--- config.mk ---
export PLATFORM = sky130hd
export DESIGN_NAME = axis_dma_framer
export DESIGN_NICKNAME = d
export VERILOG_FILES = /design/src/rtl/e1000_dma_pkg.sv /design/src/rtl/axis_reg_slice.sv /design/src/rtl/axis_dma_framer.sv
export SDC_FILE = /design/constraint.sdc
export NUM_CORES = 1
export LEC_CHECK = 0
export ABC_AREA = 0
export BUFFER_PORTS_ARGS = -buffer_cell sky130_fd_sc_hd__buf_2
export CAP_MARGIN = 40
export CORE_MARGIN = 4
export CORE_UTILIZATION = 53
export CTS_CLUSTER_SIZE = 24
export DETAILED_ROUTE_END_ITERATION = 8
export GPL_ROUTABILITY_DRIVEN = 0
export PLACE_DENSITY = 0.82
export SYNTH_ARGS = -nofsm -noshare
export SYNTH_HDL_FRONTEND = slang
export SYNTH_SLANG_ARGS = --single-unit
--- constraint.sdc ---
create_clock -name aclk -period 3.6 [get_ports aclk]
set_clock_uncertainty 0.15 [all_clocks]
set_input_delay 0.54 -clock aclk [delete_from_list [all_inputs] [get_ports aclk]]
set_output_delay 0.54 -clock aclk [all_outputs]
set_load 0.02 [all_outputs]
--- src/rtl/e1000_dma_pkg.sv ---
// Shared types and byte-enable helpers for the e1000 DMA datapath.
// Keep masks are big-endian ordered: bit 3 is byte 0 of the word.
package e1000_dma_pkg;

  localparam int BYTES_PER_WORD = 4;

  typedef enum logic [1:0] {
    IDLE = 2'd0,
    INIT = 2'd1,
    XFER = 2'd2
  } state_t;

  // Bytes at or after the start offset are kept in the first word.
  function automatic logic [3:0] first_keep(input logic [1:0] addr);
    logic [3:0] k;
    case (addr)
      2'd0:    k = 4'b1111;
      2'd1:    k = 4'b0111;
      2'd2:    k = 4'b0011;
      default: k = 4'b0001;
    endcase
    return k;
  endfunction

  // end_off is (addr+len)&3; zero means the final word is full.
  function automatic logic [3:0] last_keep(input logic [1:0] end_off);
    logic [3:0] k;
    case (end_off)
      2'd0:    k = 4'b1111;
      2'd1:    k = 4'b1000;
      2'd2:    k = 4'b1100;
      default: k = 4'b1110;
    endcase
    return k;
  endfunction

  function automatic logic [3:0] bit_rev4(input logic [3:0] k);
    return {k[0], k[1], k[2], k[3]};
  endfunction

endpackage

--- src/rtl/axis_reg_slice.sv ---
// Single-entry valid/ready output register; reloads on the same cycle it drains.
// Valid/ready: a transfer happens on a rising edge where valid and ready are both high;
// valid never depends on ready, and held data is stable until accepted.
module axis_reg_slice #(
  parameter int W = 8
) (
  input  logic         aclk,
  input  logic         aresetn,
  input  logic [W-1:0] i_s_data,
  input  logic         i_s_valid,
  output logic         o_s_ready,
  output logic [W-1:0] o_m_data,
  output logic         o_m_valid,
  input  logic         i_m_ready
);

  logic         r_valid;
  logic [W-1:0] r_data;

  assign o_s_ready = !r_valid || i_m_ready;
  assign o_m_valid = r_valid;
  assign o_m_data  = r_data;

  always_ff @(posedge aclk or negedge aresetn) begin
    if (!aresetn) begin
      r_valid <= 1'b0;
      r_data  <= '0;
    end else if (i_s_valid && o_s_ready) begin
      r_valid <= 1'b1;
      r_data  <= i_s_data;
    end else if (i_m_ready) begin
      r_valid <= 1'b0;
    end
  end

endmodule

--- src/rtl/axis_dma_framer.sv ---
// Frames a raw 32-bit host-memory word stream into an AXI-Stream packet carrying exactly
// the commanded bytes, and primes the downstream realigner with offset/init first.
module axis_dma_framer
  import e1000_dma_pkg::*;
#(
  parameter int    LEN_WIDTH         = 16,
  parameter string OUTPUT_BIG_ENDIAN = "TRUE"
) (
  input  logic                 aclk,
  input  logic                 aresetn,
  input  logic [1:0]           cmd_addr,
  input  logic [LEN_WIDTH-1:0] cmd_len,
  input  logic                 cmd_valid,
  output logic                 cmd_ready,
  input  logic [31:0]          s_tdata,
  input  logic                 s_tvalid,
  output logic                 s_tready,
  output logic [31:0]          m_tdata,
  output logic [3:0]           m_tkeep,
  output logic                 m_tlast,
  output logic                 m_tvalid,
  input  logic                 m_tready,
  output logic [1:0]           rl_offset,
  output logic                 rl_init,
  input  logic                 rl_idle,
  output logic                 done,
  output logic [1:0]           dbg_state
);

  localparam bit BIG = (OUTPUT_BIG_ENDIAN == "TRUE");

  state_t               r_state, w_next;
  logic [1:0]           r_addr, r_end_off;
  logic [LEN_WIDTH:0]   r_remaining;
  logic                 r_first, r_zero_done, r_alive;
  logic [LEN_WIDTH:0]   w_span;
  logic                 w_cmd_hs, w_s_hs, w_m_hs, w_last_word;
  logic                 w_sl_s_valid, w_sl_s_ready;
  logic [3:0]           w_keep_be, w_keep;
  logic [36:0]          w_sl_in, w_sl_out;

  assign w_cmd_hs = cmd_valid && cmd_ready;
  assign w_s_hs   = s_tvalid && s_tready;
  assign w_m_hs   = m_tvalid && m_tready;
  assign w_span   = (LEN_WIDTH+1)'(cmd_len) + (LEN_WIDTH+1)'(cmd_addr);

  always_ff @(posedge aclk or negedge aresetn) begin
    if (!aresetn) r_state <= IDLE;
    else          r_state <= w_next;
  end

  always_comb begin
    w_next = r_state;
    case (r_state)
      IDLE:    if (w_cmd_hs && (cmd_len != '0)) w_next = INIT;
      INIT:    w_next = XFER;
      XFER:    if (w_m_hs && m_tlast) w_next = IDLE;
      default: w_next = IDLE;
    endcase
  end

  // r_alive keeps cmd_ready low while reset is asserted and for the first cycle out of it.
  always_comb begin
    cmd_ready = 1'b0;
    s_tready  = 1'b0;
    rl_init   = 1'b0;
    done      = r_zero_done;
    case (r_state)
      IDLE: cmd_ready = r_alive && !m_tvalid && rl_idle;
      INIT: rl_init   = 1'b1;
      XFER: begin
        s_tready = w_sl_s_ready && (r_remaining != '0);
        done     = w_m_hs && m_tlast;
      end
      default: ;
    endcase
  end

  always_ff @(posedge aclk or negedge aresetn) begin
    if (!aresetn) begin
      r_alive     <= 1'b0;
      r_zero_done <= 1'b0;
      r_addr      <= '0;
      r_end_off   <= '0;
      r_remaining <= '0;
      r_first     <= 1'b0;
    end else begin
      r_alive     <= 1'b1;
      r_zero_done <= w_cmd_hs && (cmd_len == '0);
      if (w_cmd_hs) begin
        r_addr      <= cmd_addr;
        r_end_off   <= w_span[1:0];
        // ceil(span/4), wide enough that a maximal span cannot wrap
        r_remaining <= (LEN_WIDTH+1)'(w_span[LEN_WIDTH:2]) + (LEN_WIDTH+1)'(w_span[1:0] != 2'b0);
        r_first     <= 1'b1;
      end else if (w_s_hs) begin
        r_remaining <= r_remaining - 1'b1;
        r_first     <= 1'b0;
      end
    end
  end

  assign w_last_word  = (r_remaining == (LEN_WIDTH+1)'(1));
  assign w_keep_be    = (r_first ? first_keep(r_addr) : 4'b1111)
                      & (w_last_word ? last_keep(r_end_off) : 4'b1111);
  assign w_keep       = BIG ? w_keep_be : bit_rev4(w_keep_be);
  assign w_sl_s_valid = s_tvalid && (r_state == XFER) && (r_remaining != '0);
  assign w_sl_in      = {w_last_word, w_keep, s_tdata};

  axis_reg_slice #(.W(37)) u_out_reg (
    .aclk      (aclk),
    .aresetn   (aresetn),
    .i_s_data  (w_sl_in),
    .i_s_valid (w_sl_s_valid),
    .o_s_ready (w_sl_s_ready),
    .o_m_data  (w_sl_out),
    .o_m_valid (m_tvalid),
    .i_m_ready (m_tready)
  );

  assign {m_tlast, m_tkeep, m_tdata} = w_sl_out;
  assign rl_offset = r_addr;
  assign dbg_state = r_state;

endmodule

# --- Word level (Yosys, flattened, before mapping) ---
# Cells that the tools add are included.
op_classes:
  n_addsub: 3
  eq_ne: 9
  n_mux: 17
  bitwise_logic: 1
  reduce_logical: 24
op_table:
  columns: ["cell", "n"]
  rows:
  - ["$mux W17", 2]
  - ["$add A16 B2 Y17", 1]
  - ["$eq A17 B1 Y1 const B", 1]
  - ["$reduce_bool A17 Y1", 1]
  - ["$sub A17 B1 Y17 const B", 1]
  - ["$add A15 B1 Y16", 1]
  - ["$logic_not A16 Y1", 1]
  - ["$reduce_bool A16 Y1", 1]
  - ["$logic_and A1 B1 Y1", 12]
  - ["$pmux W4 S3", 1]
  - ["$pmux W3 S3", 1]
  - ["$mux W1", 8]
  - ["$mux W4", 2]
  - ["$eq A2 B1 Y1 const B", 3]
  - ["$eq A2 B2 Y1 const B", 3]
  - ["$logic_not A2 Y1", 3]
  - ["$pmux W2 S3", 1]
  - ["$reduce_bool A2 Y1", 3]
  - ["$and A4 B4 Y4", 1]
  - ["$mux W2", 2]
  - ["$ne A2 B2 Y1 const B", 2]
  - ["$reduce_and A2 Y1", 1]
  - ["$logic_not A1 Y1", 1]
  - ["$logic_or A1 B1 Y1", 1]
word_totals:
  reg_bits: 64
  input_bits: 56
  output_inout_bits: 46
  wordCells: 63

# --- Longest topological paths before layout ---
# Gate-level depths: netlist (run 1).
logic_depth:
  ltp_word: 8
  ltp_mapped: 11
  ltp_nobuf: 10

# --- Cells and area by module ---
# Synthesis (run 1) repeated with hierarchy kept, for this count alone.
hier_totals:
  cells_unflattened: 350
  hier_area_um2: 3833.7
by_module_without_submodules:
  columns: ["module", "instances", "cells_each", "area_each_um2", "seq_area_each_um2"]
  rows:
  - ["axis_dma_framer", 1, 269, 2260.9, 650.6]
  - ["axis_reg_slice", 1, 81, 1572.8, 950.9]

# --- Worst setup path before layout (run 1) ---
# OpenSTA, ideal clock, no wires.
synth_path:
  kind: "input to register"
  from: "input port cmd_addr[0]"
  to: "register r_remaining[12]"
  setup_time_ns: 0.104
  arrival_ns: 2.809
  t_required_ns: 3.346
  setup_slack_ns: 0.537
  path_stages: 11
  n_path_buf: 1
  path_cell_list: "ha_1 > inv_1 > fa_1 > clkbuf_1 > xnor2_1 > ha_1 > ha_1 > nor2b_1 > nand3_1 > or3_1 > a221oi_1"
synth_between:
  elab_chain_len: 4
synth_rtl:
  columns: ["element", "line", "rtl"]
  rows:
  - ["start, declared", "axis_dma_framer.sv:11", "input logic [1:0] cmd_addr,"]
  - ["$add A16 B2 Y17 (*)", "axis_dma_framer.sv:45", "assign w_span = (LEN_WIDTH+1)'(cmd_len) + (LEN_WIDTH+1)'(cmd_addr);"]
  - ["$reduce_bool A2 Y1", "axis_dma_framer.sv:94", "r_remaining <= (LEN_WIDTH+1)'(w_span[LEN_WIDTH:2]) + (LEN_WIDTH+1)'(w_span[1:0] != 2'b0);"]
  - ["$add A15 B1 Y16 (*)", "axis_dma_framer.sv:94", null]
  - ["$mux W17 (*)", "axis_dma_framer.sv:90", "if (w_cmd_hs) begin"]
  - ["end signal, assigned", "axis_dma_framer.sv:94", null]
  - ["end signal, assigned", "axis_dma_framer.sv:97", "r_remaining <= r_remaining - 1'b1;"]
  - ["end, declared", "axis_dma_framer.sv:34", "logic [LEN_WIDTH:0] r_remaining;"]
# Every way passes the cells marked *; elsewhere a longest branch is shown, timed or not.
# A chain may end at the register's enable or synchronous reset.

# --- Worst setup path in the final report (run 1) ---
layout_path:
  from: "register r_remaining[0]"
  to: "output port s_tready"
layout_between:
  elab_chain_len: 3
layout_rtl:
  columns: ["element", "line", "rtl"]
  rows:
  - ["$reduce_bool A17 Y1", "axis_dma_framer.sv:72", "s_tready = w_sl_s_ready && (r_remaining != '0);"]
  - ["$logic_and A1 B1 Y1", "axis_dma_framer.sv:72", null]
  - ["$mux W1", "axis_dma_framer.sv:68", "case (r_state)"]
  - ["end, declared", "axis_dma_framer.sv:17", "output logic s_tready,"]
# Every way passes these cells.

==> impl_metrics.py, run 1 <==
metrics = {
    "yosys": {
        "syn_area_per_cell_um2": 8.550,
        "synth_top_family_by_area": "simple AND/OR/NAND/NOR gates",
        "synth_xor_area_share_pct": 4.809,
        "synthMuxAreaShare_pct": 0.5496,
        "async_flop_share_pct": 100.0,
        "netlist_instances": 426,
        "synth_compound_area_share_pct": 12.78,
        "synth-seq-area-share_pct": 43.97,
        "yosys_warnings": 0,
        "ys_types": 58,
        "synthAdderAreaFrac_pct": 3.573,
        "syn-cell-area_um2": 3642,
        "synth-edff-count": 0,
        "syn_nets": 491,
        "synth-simple-area-share_pct": 29.92,
        "yosys_most_used_dff": "dfrtp_1",
        "ys_ff_latch": 64,
    },
    "sta": {
        "finalSetupViolCount": 0,
        "drv_slew": 0,
        "slew_headroom_pct": 38.37,
        "final.setup.worst_slack_ns": 0.2074,
        "period_share_pct": 94.24,
        "hold_slack_ns": 0.01824,
        "timing.final.crit_period_ns": 3.393,
        "fin_setup_tns_ns": 0,
        "finalHoldViolations": 0,
        "clock.fmax_mhz": 294.8,
        "worstMarginPinSlew_ns": 0.9202,
        "rsz0062_at_grt": "false",
    },
    "critical_path": {
        "endpoint_kind": "output port",
        "rr_worst_depth": 8,
        "required_ns": 2.91,
        "arrival_ns": 2.70,
        "r2r_start": "r_remaining[0]",
        "cp-start-kind": "flip-flop",
        "max_stage_delay_ns": 0.57,
        "crit_start": "r_remaining[0]",
        "crit_slowest_cell": "or4_1",
        "ff2ff_setup_slack_ns": 0.60,
        "endpoint": "s_tready",
        "path_max_fanout": 7,
        "crit_chain": "inv_1 > ha_1 > or4b_1 > or4_1 > o211a_1 > buf_2",
        "r2r-end": "r_remaining[13]",
        "worstSetupPathType": "reg -> out",
    },
    "routing": {
        "dr.pass1.iters": 4,
        "dr_total_vias": 3417,
        "drt-vias-per-instance": 5.648,
        "routedWlPerCell_um": 14.84,
        "drtAntennaViolNets": 0,
        "route.detailed.drc": 0,
        "drt-initial-drc-count": 264,
        "drt-total-wl_mm": 8.980,
    },
    "floorplan": {
        "rows": 29,
        "core_region_area_um2": 6495,
        "pin_count": 102,
        "die_height_um": 90.90,
        "die_x_um": 90.90,
        "die-area_um2": 8263,
        "initial_core_util_pct": 56.08,
    },
    "cts": {
        "htree_num_levels": 3,
        "cts.clk_slew.worst_paths_ns": 0.07,
        "clockBufferDepth": 2,
        "cts_tree": "yes",
        "cts.sinks": 64,
        "cts_buffers": 9,
        "clock_latency_ns": 0.35,
        "cts_setup_buffers": 0,
        "ctsHoldBuffers": 0,
        "cts_resized": 0,
        "cts-root-buf": "clkbuf_8",
    },
    "global_routing": {
        "grt_antenna_before_repair": 0,
        "grt_pass1_wl_mm": 15.02,
        "top_usage_layer": "met2",
        "overflow": 0,
        "track_usage_pct": 22.12,
        "grt_util_met3_pct": 5.833,
        "grt_pass1_vias": 3175,
        "grt_util_met2_pct": 35.21,
        "grt_max_degree": 41,
        "grtUsageMet1_pct": 29.83,
    },
    "layout": {
        "final_nets": 588,
        "area_growth_pct": 21.23,
        "final_util_pct": 67.98,
        "antenna_cells": 0,
        "nFillCells": 537,
        "drive_gt1_share_pct": 24.81,
    },
    "run": {
        "cap_violations": 0,
    },
    "power_and_ir_drop": {
        "leakagePower_uw": 0.002165,
        "p_per_area_nw_per_um2": 719.9,
        "power.total_uw": 3179,
        "peakVddDrop_mv": 0.3422,
    },
    "run_status": {
        "outcome": "complete, no violations",
    },
    "placed_design": {
        "place_ws_ns": 0.1095,
        "dp_hpwl_mm": 6.813,
        "numPortBuffers": 101,
    },
    "worst_hold_path": {
        "hold_path.class": "in -> async",
    },
}
[cell families after synthesis]
family	Yosys count
simple gates	227
compound gates	67
flops	64
buf+inv	35
xor+xnor	20
fa+ha+maj	10
mux	2
other cells	1
[synth_stat cells, types with 7 or more instances]
| cell type | number | area [um^2] |
|---|---|---|
| inv_1 | 13 | 48.80 |
| nand3_1 | 11 | 55.05 |
| nand2_1 | 122 | 457.9 |
| buf_2 | 7 | 35.03 |
| nor4_1 | 9 | 56.30 |
| xnor2_1 | 14 | 122.6 |
| nor3_1 | 17 | 85.08 |
| ha_1 | 8 | 100.1 |
| a21oi_1 | 13 | 65.06 |
| nand4_1 | 7 | 43.79 |
| clkbuf_1 | 11 | 41.29 |
| nor2_1 | 15 | 56.30 |
| and3_1 | 8 | 50.05 |
| dfrtp_1 | 64 | 1602 |
| o21ai_0 | 11 | 55.05 |
| or3_1 | 9 | 56.30 |
[how the worst min path moves through the flow]
stage                            from                endpoint  cells after the start
2_1_floorplan                 aresetn            dbg_state[0]                      0
4_1_cts                       aresetn  u_out_reg.o_m_data[24]                      1
3_3_place_gp   u_out_reg.o_m_data[28]  u_out_reg.o_m_data[28]                      2
3_5_place_dp    u_out_reg.o_m_data[9]   u_out_reg.o_m_data[9]                      2
6_report                      aresetn  u_out_reg.o_m_data[24]                      1
5_1_grt                       aresetn  u_out_reg.o_m_data[24]                      1
[critical path, delay by kind of cell, from the launching register on]
kind                       cells  cell delay, ns
AOI/OAI and AO/OA              1            0.26
DFF                            1            0.44
buffers and inverters          2            0.26
adders and majority gates      1            0.34
and+or+nand+nor                2            1.05
[stage by stage]
step                      cell area (um^2)  instances
after floorplan                       3642        426
after global placement                4197        589
after detailed placement              4197        589
after CTS                             4415        605
final                                 4415        605
after global routing                  4415        605
[report_power, final]
| part | leakage (uW) | total [uW] | internal, uW | switching, uW |
|---|---|---|---|---|
| Combinational | 0.00127 | 1280 | 473 | 811 |
| Sequential | 0.000788 | 1220 | 1020 | 201 |
| Clock | 0.000110 | 676 | 390 | 286 |
| Total | 0.00216 | 3180 | 1880 | 1300 |
[registers in the layout (all words and copies together) (netlist names), 2 cells and up]
name,count
dbg_state,2
u_out_reg.o_m_data,37
r_end_off,2
r_remaining,17
rl_offset,2
[placed cells by master (no fill, tap or decap), types with 3 or more instances in the layout]
cell type | netlist | routed
nand3b_1 | 3 | 3
or4_1 | 4 | 4
dfrtp_1 | 64 | 64
o21a_1 | 6 | 6
nor2b_1 | 3 | 3
nand4_1 | 7 | 7
buf_2 | 7 | 101
nand2b_1 | 4 | 4
o31ai_1 | 3 | 3
xor2_1 | 6 | 6
nor3_1 | 17 | 17
o21ai_0 | 11 | 11
or3_1 | 9 | 9
and3_1 | 8 | 8
ha_1 | 8 | 8
nand2_1 | 122 | 122
inv_1 | 13 | 13
o22ai_1 | 4 | 4
buf_4 | 2 | 7
o211ai_1 | 4 | 4
clkbuf_8 | 0 | 9
nor2_1 | 15 | 15
a21oi_1 | 13 | 13
xnor2_1 | 14 | 14
and2_1 | 3 | 3
nor4_1 | 9 | 9
nand3_1 | 11 | 11
[cell type report]
cell class | count | area (um^2) | share of cell area (%)
clock buffer | 9 | 123.9 | 2.805
sequential | 64 | 1602 | 36.27
multi-input combinational | 327 | 1892 | 42.84
tap | 77 | 96.34 | 2.182
timing repair buffer | 108 | 558.0 | 12.64
inverter | 13 | 48.80 | 1.105
clock inverter | 7 | 95.09 | 2.154
[metal layers]
layer	share of wire [%]	routed length, um
met1	44	3993
met2	46	4164
met3	7.3	657
met4	1.8	165
met5	0	0
Note: power is estimated with default switching activity, not from simulation.
==> run 2: changes to the inputs <==
Settings changed: CORE_UTILIZATION 53 to 47, PLACE_DENSITY 0.82 to 0.77.
Clock period 3.6 ns to 3.1 ns, I/O delays scaled along.
==> run 2 against run 1 <==
Worst hold slack improved by 0.14 ns. Non-clock buffer count grew 10. Critical path type unchanged. Core utilization shrank 6.7 points. Clock power is 16% higher. Critical endpoint unchanged. First-iteration DRC count grew 3.0%. Cell count is 5.3% higher. Sequential share of layout area down 0.99 points.
==> impl_metrics.py, run 2 (same netlist as run 1, synthesis figures left out) <==
metrics = {
    "run_status": {
        "outcome": "complete, no violations",
    },
    "cts": {
        "cts-root-buf": "clkbuf_8",
        "cts_tree": "yes",
        "htree_num_levels": 3,
        "cts.sinks": 64,
        "cts_buffers": 9,
        "clockBufferDepth": 2,
        "clock_latency_ns": 0.33,
        "cts.clk_slew.worst_paths_ns": 0.07,
        "cts_setup_buffers": 0,
    },
    "routing": {
        "dr.pass1.iters": 5,
        "routedWlPerCell_um": 14.38,
        "drt-total-wl_mm": 9.157,
        "dr_total_vias": 3505,
        "drt-vias-per-instance": 5.502,
        "drt-initial-drc-count": 272,
        "route.detailed.drc": 0,
        "drtAntennaViolNets": 0,
    },
    "placed_design": {
        "numPortBuffers": 101,
        "dp_hpwl_mm": 7.055,
        "dp_cells": 620,
    },
    "power_and_ir_drop": {
        "leakagePower_uw": 0.002211,
        "switching_power_uw": 1500,
        "p_int_uw": 2222,
        "p_per_area_nw_per_um2": 820.0,
        "p_comb_share_pct": 40.5,
        "clockPowerShare_pct": 21.0,
        "peakVddDrop_mv": 0.3055,
        "switching_share_pct": 40.29,
        "pwr-share-seq_pct": 38.5,
    },
    "global_routing": {
        "overflow": 0,
        "grt_pass1_vias": 3248,
        "track_usage_pct": 20.24,
        "grt_max_degree": 40,
        "grt_pass1_wl_mm": 14.72,
        "grt_antenna_before_repair": 0,
    },
    "sta": {
        "rsz0062_at_grt": "false",
        "period_share_pct": 96.19,
        "slew_headroom_pct": 61.58,
        "clock.fmax_mhz": 335.4,
        "hold_slack_ns": 0.1627,
        "drv_slew": 0,
        "timing.final.crit_period_ns": 2.982,
        "worstMarginPinSlew_ns": 0.5736,
        "finalHoldViolations": 0,
        "finalSetupViolCount": 0,
    },
    "critical_path": {
        "crit_start": "r_remaining[0]",
        "r2r_start": "r_remaining[0]",
        "ff2ff_setup_slack_ns": 0.36,
        "worstSetupPathType": "reg -> out",
        "endpoint": "s_tready",
        "rr_worst_depth": 9,
        "required_ns": 2.48,
        "r2r-end": "u_out_reg.o_m_data[33]",
        "endpoint_kind": "output port",
        "path_max_fanout": 6,
        "arrival_ns": 2.37,
        "cp-start-kind": "flip-flop",
    },
    "layout": {
        "largest_reg_flops": 37,
        "fin_cells": 637,
        "antenna_cells": 0,
        "drive_gt1_share_pct": 26.02,
        "area_growth_pct": 24.63,
        "nFillCells": 691,
        "final_util_pct": 61.27,
        "final_cell_mix": "nand2_1, buf_2, dfrtp_1",
        "final_nets": 598,
        "final_common_cell": "nand2_1",
    },
    "floorplan": {
        "rows": 31,
        "pin_count": 102,
        "initial_core_util_pct": 49.16,
        "die_x_um": 96.03,
        "die-area_um2": 9222,
        "core_region_area_um2": 7408,
        "die_height_um": 96.03,
    },
    "run": {
        "cap_violations": 0,
    },
    "worst_hold_path": {
        "hold_path.class": "in -> reg",
    },
}
==> run 2: cell types whose count changed in the layout (fill, tap and decap cells not counted), sizes merged <==
cell / change
buf: +9
clkbuf: +2
clkinv: -2
clkinvlp: +1
dlygate4sd3: +1
inv: -1
==> run 2: worst min path at each step <==
stage / startpoint / end / slack [ns] / cells after the start
after floorplan: aresetn / dbg_state[0] / 0.02 / 0
after global placement: u_out_reg.o_m_data[25] / u_out_reg.o_m_data[25] / 0.30 / 2
after detailed placement: aresetn / u_out_reg.o_m_data[23] / 0.19 / 1
final: s_tdata[9] / u_out_reg.o_m_data[9] / 0.16 / 3
after CTS: s_tdata[9] / u_out_reg.o_m_data[9] / 0.15 / 3
after global routing: s_tdata[3] / u_out_reg.o_m_data[3] / 0.16 / 3
==> run 2: final cells by class <==
cell class	instances	area, um^2	area share (%)
Clock buffer	11	141.4	3.115
Clock inverter	5	80.08	1.764
Inverter	13	48.80	1.075
Multi-Input combinational cell	327	1896	41.76
Sequential cell	64	1602	35.28
Tap cell	99	123.9	2.729
Timing Repair Buffer	118	648.1	14.28
==> run 2: power groups by stage <==
stage / Clock, uW / Sequential (uW) / Combinational [uW]
2_1_floorplan: 0 / 1700 / 716
6_report: 782 / 1430 / 1510
5_1_grt: 838 / 1470 / 1680
3_5_place_dp: 0 / 1440 / 1510
4_1_cts: 800 / 1420 / 1530
3_3_place_gp: 0 / 1410 / 1480
==> run 2: metal layers <==
layer  up-vias  wire, um  track usage [%]
li1       1695         -                -
met1      1651      3945            26.94
met2       146      4268            32.89
met3        13       782            2.737
met4         0       161            8.886
met5         -         0                0
==> run 2: repair_timing <==
action                     4_1_cts  5_1_grt
setup endpoints to repair        0        1
gates resized for setup          0        1
hold buffers                     1        0
hold endpoints to repair         7        0
==> run 2: critical path, stage by stage (launching register included) <==
cell and delay, ns:
dfrtp_1 0.43, inv_1 0.09, ha_1 0.18, or4b_1 0.45, or4_4 0.49, o211a_1 0.23
buf_2 0.16
==> run 2: through the flow <==
stage / TNS (ns) / setup WS (ns) / total power [uW] / instance area, um^2
after floorplan: 0 / 0.1118 / 2412 / 3642
after global placement: 0 / 0.07691 / 2890 / 4284
after detailed placement: -0.1317 / -0.08651 / 2952 / 4304
after CTS: 0 / 0.01064 / 3752 / 4536
after global routing: 0 / 0.02719 / 3988 / 4539
final: 0 / 0.1183 / 3722 / 4539
